[config.mk]
export PLATFORM = sky130hd
export DESIGN_NAME = vga_sync_decoder
export DESIGN_NICKNAME = d
export VERILOG_FILES = /design/src/rtl/vga_timing_pkg.sv /design/src/rtl/vga_sync_edge.sv /design/src/rtl/vga_sync_decoder.sv
export SDC_FILE = /design/constraint.sdc
export NUM_CORES = 1
export LEC_CHECK = 0
export BUFFER_PORTS_ARGS = -buffer_cell sky130_fd_sc_hd__buf_2
export CAP_MARGIN = 20
export CORE_MARGIN = 3
export CORE_UTILIZATION = 63
export DETAILED_ROUTE_END_ITERATION = 16
export PLACE_DENSITY = 0.84
export SLEW_MARGIN = 10
export SYNTH_ARGS = -nofsm -noshare
export SYNTH_HDL_FRONTEND = slang
export SYNTH_SLANG_ARGS = --single-unit
[constraint.sdc]
create_clock -name CLK -period 3 [get_ports CLK]
set_input_delay 0.45 -clock CLK [delete_from_list [all_inputs] [get_ports CLK]]
set_output_delay 0.45 -clock CLK [all_outputs]
set_load 0.05 [all_outputs]
[src/rtl/vga_timing_pkg.sv]
// Default 640x480@60 sync timing and the lock FSM encoding shared by the
// VGA sync decoder files.
package vga_timing_pkg;

  localparam int H_TOTAL  = 800;
  localparam int H_SYNC   = 96;
  localparam int H_BACK   = 48;
  localparam int H_ACTIVE = 640;
  localparam int V_TOTAL  = 525;
  localparam int V_SYNC   = 2;
  localparam int V_BACK   = 33;
  localparam int V_ACTIVE = 480;

  typedef enum logic [1:0] {
    SEARCH  = 2'd0,
    MEASURE = 2'd1,
    LOCKED  = 2'd2
  } sync_state_e;

endpackage

[src/rtl/vga_sync_edge.sv]
// Two-flop synchronizer for an asynchronous active-low sync pin, plus a
// one-cycle pulse on its synchronized falling edge.
module vga_sync_edge (
  input  logic clk_i,
  input  logic rst_ni,
  input  logic async_i,
  output logic fall_o
);

  logic meta_q;
  logic sync_q;
  logic prev_q;

  // Flops idle high so a pin already low after reset reads as a fresh edge.
  always_ff @(posedge clk_i or negedge rst_ni) begin
    if (!rst_ni) begin
      meta_q <= 1'b1;
      sync_q <= 1'b1;
      prev_q <= 1'b1;
    end else begin
      meta_q <= async_i;
      sync_q <= meta_q;
      prev_q <= sync_q;
    end
  end

  assign fall_o = prev_q & ~sync_q;

endmodule

[src/rtl/vga_sync_decoder.sv]
// Recovers beam position, blanking and lock from an incoming HS/VS pair.
// Optional VGA_SYNC_STATS_EN adds line_len/frame_lines measurement outputs.
module vga_sync_decoder
  import vga_timing_pkg::sync_state_e;
  import vga_timing_pkg::SEARCH;
  import vga_timing_pkg::MEASURE;
  import vga_timing_pkg::LOCKED;
#(
  parameter int H_TOTAL     = vga_timing_pkg::H_TOTAL,
  parameter int H_SYNC      = vga_timing_pkg::H_SYNC,
  parameter int H_BACK      = vga_timing_pkg::H_BACK,
  parameter int H_ACTIVE    = vga_timing_pkg::H_ACTIVE,
  parameter int V_TOTAL     = vga_timing_pkg::V_TOTAL,
  parameter int V_SYNC      = vga_timing_pkg::V_SYNC,
  parameter int V_BACK      = vga_timing_pkg::V_BACK,
  parameter int V_ACTIVE    = vga_timing_pkg::V_ACTIVE,
  parameter int LOCK_FRAMES = 2
) (
  input  logic       CLK,
  input  logic       RESETN,
  input  logic       HS,
  input  logic       VS,
  output logic [9:0] x,
  output logic [9:0] y,
  output logic       blank,
  output logic       locked,
  output logic       frame_start
`ifdef VGA_SYNC_STATS_EN
  ,
  output logic [9:0] line_len,
  output logic [9:0] frame_lines
`endif
);

  localparam logic [9:0] CNT_MAX = 10'd1023;
  localparam logic [9:0] H_LAST  = 10'(H_TOTAL - 1);
  localparam logic [9:0] V_LAST  = 10'(V_TOTAL - 1);
  localparam logic [9:0] H_START = 10'(H_SYNC + H_BACK);
  localparam logic [9:0] H_END   = 10'(H_SYNC + H_BACK + H_ACTIVE - 1);
  localparam logic [9:0] V_START = 10'(V_SYNC + V_BACK);
  localparam logic [9:0] V_END   = 10'(V_SYNC + V_BACK + V_ACTIVE - 1);
  localparam logic [7:0] LOCK_N  = 8'(LOCK_FRAMES);

  logic        hs_fall;
  logic        vs_fall;
  logic        frame_evt;
  logic        bad_line;
  logic        bad_frame;
  logic        timeout;
  logic        h_act;
  logic        v_act;

  sync_state_e state_q, state_d;
  logic [9:0]  hcnt_q, hcnt_d;
  logic [9:0]  vcnt_q, vcnt_d;
  logic        vs_pend_q, vs_pend_d;
  logic        first_q, first_d;
  logic [7:0]  good_q, good_d;
  logic [9:0]  x_q, x_d;
  logic [9:0]  y_q, y_d;
  logic        blank_q, blank_d;
  logic        locked_q;
  logic        frame_start_q;

  vga_sync_edge u_hs_edge (.clk_i(CLK), .rst_ni(RESETN), .async_i(HS), .fall_o(hs_fall));
  vga_sync_edge u_vs_edge (.clk_i(CLK), .rst_ni(RESETN), .async_i(VS), .fall_o(vs_fall));

  // A VS edge only arms the frame; the frame begins on the following HS edge.
  assign frame_evt = hs_fall & vs_pend_q;
  assign bad_line  = hs_fall & ~first_q & (hcnt_q != H_LAST);
  assign bad_frame = frame_evt & (vcnt_q != V_LAST);
  assign timeout   = (hcnt_q == CNT_MAX);
  assign h_act     = (hcnt_q >= H_START) && (hcnt_q <= H_END);
  assign v_act     = (vcnt_q >= V_START) && (vcnt_q <= V_END);

  // Pixel/line counters and the pending-frame flag.
  always_comb begin
    hcnt_d    = hcnt_q;
    vcnt_d    = vcnt_q;
    vs_pend_d = vs_pend_q;
    if (hs_fall) begin
      hcnt_d = 10'd0;
    end else if (hcnt_q != CNT_MAX) begin
      hcnt_d = hcnt_q + 10'd1;
    end else begin
      hcnt_d = hcnt_q;
    end
    if (frame_evt) begin
      vcnt_d = 10'd0;
    end else if (hs_fall && (vcnt_q != CNT_MAX)) begin
      vcnt_d = vcnt_q + 10'd1;
    end else begin
      vcnt_d = vcnt_q;
    end
    if (vs_fall) begin
      vs_pend_d = 1'b1;
    end else if (frame_evt) begin
      vs_pend_d = 1'b0;
    end else begin
      vs_pend_d = vs_pend_q;
    end
  end

  // Lock FSM: search for a frame start, count good frames, hold while clean.
  always_comb begin
    state_d = state_q;
    good_d  = good_q;
    case (state_q)
      SEARCH: begin
        if (frame_evt) begin
          state_d = MEASURE;
          good_d  = 8'd0;
        end else begin
          state_d = SEARCH;
        end
      end
      MEASURE: begin
        if (bad_line || bad_frame || timeout) begin
          state_d = SEARCH;
        end else if (frame_evt) begin
          good_d = good_q + 8'd1;
          if ((good_q + 8'd1) == LOCK_N) begin
            state_d = LOCKED;
          end else begin
            state_d = MEASURE;
          end
        end else begin
          state_d = MEASURE;
        end
      end
      LOCKED: begin
        if (bad_line || bad_frame || timeout) begin
          state_d = SEARCH;
        end else begin
          state_d = LOCKED;
        end
      end
      default: state_d = SEARCH;
    endcase
    // The line in progress when SEARCH is entered has an unknown start.
    if ((state_q != SEARCH) && (state_d == SEARCH)) begin
      first_d = 1'b1;
    end else if (hs_fall) begin
      first_d = 1'b0;
    end else begin
      first_d = first_q;
    end
  end

  // Position and blanking outputs.
  always_comb begin
    blank_d = 1'b1;
    x_d     = 10'd0;
    y_d     = 10'd0;
    if (locked_q && h_act && v_act) begin
      blank_d = 1'b0;
      x_d     = hcnt_q - H_START;
      y_d     = vcnt_q - V_START;
    end else begin
      blank_d = 1'b1;
      x_d     = 10'd0;
      y_d     = 10'd0;
    end
  end

  // State and output registers.
  always_ff @(posedge CLK or negedge RESETN) begin
    if (!RESETN) begin
      state_q       <= SEARCH;
      hcnt_q        <= 10'd0;
      vcnt_q        <= 10'd0;
      vs_pend_q     <= 1'b0;
      first_q       <= 1'b1;
      good_q        <= 8'd0;
      x_q           <= 10'd0;
      y_q           <= 10'd0;
      blank_q       <= 1'b1;
      locked_q      <= 1'b0;
      frame_start_q <= 1'b0;
    end else begin
      state_q       <= state_d;
      hcnt_q        <= hcnt_d;
      vcnt_q        <= vcnt_d;
      vs_pend_q     <= vs_pend_d;
      first_q       <= first_d;
      good_q        <= good_d;
      x_q           <= x_d;
      y_q           <= y_d;
      blank_q       <= blank_d;
      locked_q      <= (state_d == LOCKED);
      frame_start_q <= frame_evt;
    end
  end

  assign x           = x_q;
  assign y           = y_q;
  assign blank       = blank_q;
  assign locked      = locked_q;
  assign frame_start = frame_start_q;

`ifdef VGA_SYNC_STATS_EN
  logic [9:0] line_len_q;
  logic [9:0] frame_lines_q;

  // Measured line length and frame height from the last completed period.
  always_ff @(posedge CLK or negedge RESETN) begin
    if (!RESETN) begin
      line_len_q    <= 10'd0;
      frame_lines_q <= 10'd0;
    end else begin
      line_len_q    <= hs_fall   ? hcnt_q : line_len_q;
      frame_lines_q <= frame_evt ? vcnt_q : frame_lines_q;
    end
  end

  assign line_len    = line_len_q;
  assign frame_lines = frame_lines_q;
`endif

endmodule

# [Word level (Yosys, flattened, before mapping)]
# Cells that the tools add are included.
[op_classes] add_sub_neg=5 magnitude_cmp=4 eq_ne=12 mux=21 bitwise=9 n_reduce_logical=17
[op_table] cell="10-bit two-way mux" n=6
[op_table] cell="10-bit != test (second input constant)" n=4
[op_table] cell="8-bit two-way mux" n=3
[op_table] cell="10-bit by 1-bit adder with 10-bit output (second input constant)" n=2
[op_table] cell="10-bit <= comparator (second input constant)" n=2
[op_table] cell="8-bit one-hot mux with 2 select lines" n=1
[op_table] cell="2-bit nonzero test" n=6
[op_table] cell="10-bit equality test (second input constant)" n=1
[op_table] cell="10-bit by 6-bit greater-or-equal comparator with 1-bit output (second input constant)" n=1
[op_table] cell="10-bit by 8-bit greater-or-equal comparator with 1-bit output (second input constant)" n=1
[op_table] cell="10-bit by 6-bit subtractor with 10-bit output (second input constant)" n=1
[op_table] cell="10-bit by 8-bit subtractor with 10-bit output (second input constant)" n=1
[op_table] cell="8-bit by 1-bit adder with 8-bit output (second input constant)" n=1
[op_table] cell="8-bit by 2-bit equality test with 1-bit output (second input constant)" n=1
[op_table] cell="2-bit two-way mux" n=4
[op_table] cell="1-bit AND" n=6
[op_table] cell="1-bit logical AND" n=6
[op_table] cell="1-bit two-way mux" n=6
[op_table] cell="2-bit != test (second input constant)" n=3
[op_table] cell="2-bit one-hot mux with 3 select lines" n=1
[op_table] cell="2-bit equality test (second input constant)" n=2
[op_table] cell="2-bit zero test" n=2
[op_table] cell="4-bit AND reduction" n=1
[op_table] cell="1-bit NOT" n=3
[op_table] cell="other kinds (2)" n=3
[totals] regBits=61 input_bits=4 out_inout_bits=23 wordCells=85

# [Logic depth before layout (Yosys ltp)]
[logic_depth] ltp_word=11 mapped_depth=8 mapped_depth_nobuf=7

# [Cells and area by module]
# From an unflattened synthesis, not the netlist that was laid out.
[unflattened] hier_cells=304 hier_area_um2=3031.7
[by_module_without_submodules] mod="vga_sync_decoder" n_inst=1 cells_per_inst=296 area_each_um2=2846.5 seq_area_each_um2=1378.8
[by_module_without_submodules] mod="vga_sync_edge" n_inst=2 cells_per_inst=4 area_each_um2=92.6 seq_area_each_um2=78.8

# [Worst setup path before layout]
# OpenSTA, ideal clock, no wires.
[synth_timing] path_type="register to register" from="register good_q[0]" to="register locked_q (netlist: locked)" setup_ns=0.077 arrival_ns=1.982 required_ns=2.923 path_slack_ns=0.941 stages_incl_launch_ff=7 path_buffers=0 period_less_slack_ns=2.059 cell_sequence="dfrtp_1 -> ha_1 -> or3_1 -> a211o_1 -> a2111oi_1 -> nand3b_1 -> a21oi_1"
[synth_between] elab_chain_cells=7
[synth_rtl] item="start: declaration" line="vga_sync_decoder.sv:58" rtl="logic [7:0] good_q, good_d;"
[synth_rtl] item="start signal: assignment" line="vga_sync_decoder.sv:186" rtl="good_q <= good_d;"
[synth_rtl] item="8-bit by 1-bit adder with 8-bit output" line="vga_sync_decoder.sv:122" rtl="if ((good_q + 8'd1) == LOCK_N) begin"
[synth_rtl] item="8-bit by 2-bit equality test with 1-bit output" line="vga_sync_decoder.sv:122"
[synth_rtl] item="2-bit two-way mux" line="vga_sync_decoder.sv:122"
[synth_rtl] item="2-bit two-way mux" line="vga_sync_decoder.sv:120" rtl="end else if (frame_evt) begin"
[synth_rtl] item="2-bit two-way mux" line="vga_sync_decoder.sv:118" rtl="if (bad_line || bad_frame || timeout) begin"
[synth_rtl] item="2-bit one-hot mux with 3 select lines" line="vga_sync_decoder.sv:108" rtl="case (state_q)"
[synth_rtl] item="2-bit equality test" line="vga_sync_decoder.sv:190" rtl="locked_q <= (state_d == LOCKED);"
[synth_rtl] item="end signal: assignment" line="vga_sync_decoder.sv:190"
[synth_rtl] item="end: declaration" line="vga_sync_decoder.sv:62" rtl="logic locked_q;"
# No other way between the ends.
# A chain may end at the register's enable or synchronous reset.

# [Worst setup path in the final report]
# Ends and elaborated chain as after synthesis.

==> metrics.txt <==
routed len/inst 16.04 um; WL final 6.193 mm; Final Cell Area 3385 um2; Core Rows 24; clock root buffer clkbuf_8; CP max FO 6; Top FF cell, synth dfrtp_1; Yosys warnings 0; htree depth 3; DRC viols 0; Layout Nets 344; Starting Density 67.19%; #FFs+latches synth 61; Gate Count Post-Synth 304; first-pass GRT wire length 10.13 mm; layout cells sized above 1 18.26%; GP Congestion 0.9555; largest net degree at the start of global routing 48; pins over their slew limit 0; CTS Buffer Depth 2; most common cell after layout, fill and taps aside dfrtp_1; Synthesized Nets 319; vias 2,316; vias in the first global route 2,176; Worst-path clk slew 0.06 ns; CP endpoint kind register; minimum clock period 2.470 ns; Syn Std Cell Area 3027 um2; Min-Delay Path Class in2reg; Post-Syn Area per Cell 9.956 um2; critical path class reg2reg; Startpoint Class register; Initial DRC Count 146; Pre-Repair DR Iteration Count 4; Worst Skew 0.01420 ns; gr ovfl total 0; WP buf/inv 0; CTS buffer count 9; Routed Antenna Nets 0; hpwl dp 4.320 mm; # hold bufs at CTS 0; Post-CTS Setup Repair Bufs 0; input/output buffers 26; Ant. Diodes 0; Die Span X 75.31 um; max_slew headroom 51.66%; Yosys cell types 51; final setup TNS 0 ns; CP required 3.24 ns; height of the die 75.31 um; post-synthesis sequential area ratio 50.76%; Total Routing Usage GR 24.11%; met3 global-route usage 6.464%; met2 Track Usage GR 36.53%; Die ar. 5672 um2; placed inst area 3171 um2; met1 Usage GRT 32.99%; later-pin clock latency in the skew report 0.33 ns; outcome finished clean; final core occ 75.14%; PD cells 560.2 nW/um2; maximum VDD drop 0.0004417 V; busiest layer in global routing met2; FILL cells 335; CP max stage delay 0.59 ns; Arrival @ worst endpoint 2.71 ns; Area Overhead vs Synth 11.82%; TritonCTS clock tree done; Post-synth EDFFs 0; CP max stage cell a2111oi_1; Max-Cap Viols 0; final hold vios 0; Top delay family on crit path compound AO/OA/AOI/OAI gates; crit path cell chain ha_1 > or3_1 > a211o_1 > a2111oi_1 > nand3b_1 > a21oi_1; Fmax 404.8 MHz; I/O pin cnt 27; ys async rst share 100.0%; Vias/cell 6.000; unrepaired setup endpoints after global routing no; initial antenna violation count 0; static leakage 1.558 nW; Final Setup Violations 0; most frequent cells in the layout dfrtp_1, nor2_1, buf_2; post-CTS sizing 0; Slew @ Worst Pin 0.7172 ns; fin crit share 82.34%; Num Clock Sinks 61; Core Box Area 4504 um2
sequential cells by signal, summed over array words and instances, names as in the netlist, 2 cells and up:
signal / count
good_q: 8
hcnt_q: 10
state_q: 2
vcnt_q: 10
x: 10
y: 10
worst reg2reg max path: stages, from the launching register on:
cell,delay [ns]
dfrtp_1,0.42
ha_1,0.28
or3_1,0.39
a211o_1,0.29
a2111oi_1,0.59
nand3b_1,0.18
a21oi_1,0.23
cell type report:
class,instances,area [um2],area share [%]
clock buffers,11,131.4,3.882
clock inverters,5,52.55,1.553
inverters,17,63.81,1.885
multi-input cells,207,1338,39.52
flip-flops and latches,61,1536,45.40
well taps,52,65.06,1.922
repair buffers,33,197.7,5.841
through the flow:
step	worst slack (ns)	power, W	hold slack [ns]	instances
floorplan	0.9407	0.001143	0.1544	304
global placement	0.6432	0.001207	0.3462	368
detailed placement	0.5683	0.001223	0.3488	368
CTS	0.5136	0.001907	0.2004	384
global route	0.4028	0.002005	0.1856	386
finish	0.5298	0.001896	0.2175	386
cells by family (layout without fill, tap and decap cells):
family          after synthesis  after routing  synth area share (%)
xor+xnor                     21             21                 6.077
buf+inv                      36             66                 5.043
fa+ha+maj                    11             11                 4.547
flops                        61             61                 50.76
simple gates                117            117                 19.55
compound gates               57             57                 13.68
mux                           1              1                0.3307
where the power goes:
| group | internal (W) | switching [W] | leakage, nW | total (W) |
|---|---|---|---|---|
| Sequential | 0.000883 | 0.0000858 | 0.812 | 0.000968 |
| Clock | 0.000380 | 0.000300 | 0.0931 | 0.000679 |
| Combinational | 0.000102 | 0.000146 | 0.653 | 0.000249 |
layer usage:
layer  wire length (um)  vias to the layer above
met2               2979                      101
li1                   -                     1111
met4                 93                        0
met1               2718                     1094
met3                402                       10
met5                  0                        -
worst paths after layout:
check / from / depth (start not counted) / slack (ns) / endpoint
min in group asynchronous: RESETN / 2 / 0.52 / frame_start
max: good_q[0] / 6 / 0.53 / locked
min reg2reg: u_hs_edge.meta_q / 0 / 0.36 / u_hs_edge.sync_q
min: HS / 1 / 0.22 / u_hs_edge.meta_q
max in group asynchronous: RESETN / 4 / 1.76 / u_vs_edge.sync_q
max reg2reg: good_q[0] / 6 / 0.53 / locked
cells in the mapped netlist (3+ instances only):
cell type	n	area, um2
o41a_1	3	33.78
nor2_1	39	146.4
o31ai_1	6	45.04
a21oi_1	12	60.06
a21boi_0	3	22.52
buf_2	7	35.03
dfrtp_1	53	1326
inv_1	16	60.06
nor4_1	6	37.54
xor2_1	3	26.28
nand2_1	18	67.56
nand4_1	4	25.02
dfstp_2	8	210.2
or3_1	7	43.79
nand3_1	12	60.06
nor3_1	13	65.06
xnor2_1	18	157.7
a31oi_1	6	37.54
ha_1	11	137.6
o21ai_0	9	45.04
nand2b_1	4	25.02
clkbuf_1	10	37.54
(Power assumes the default switching activity.)
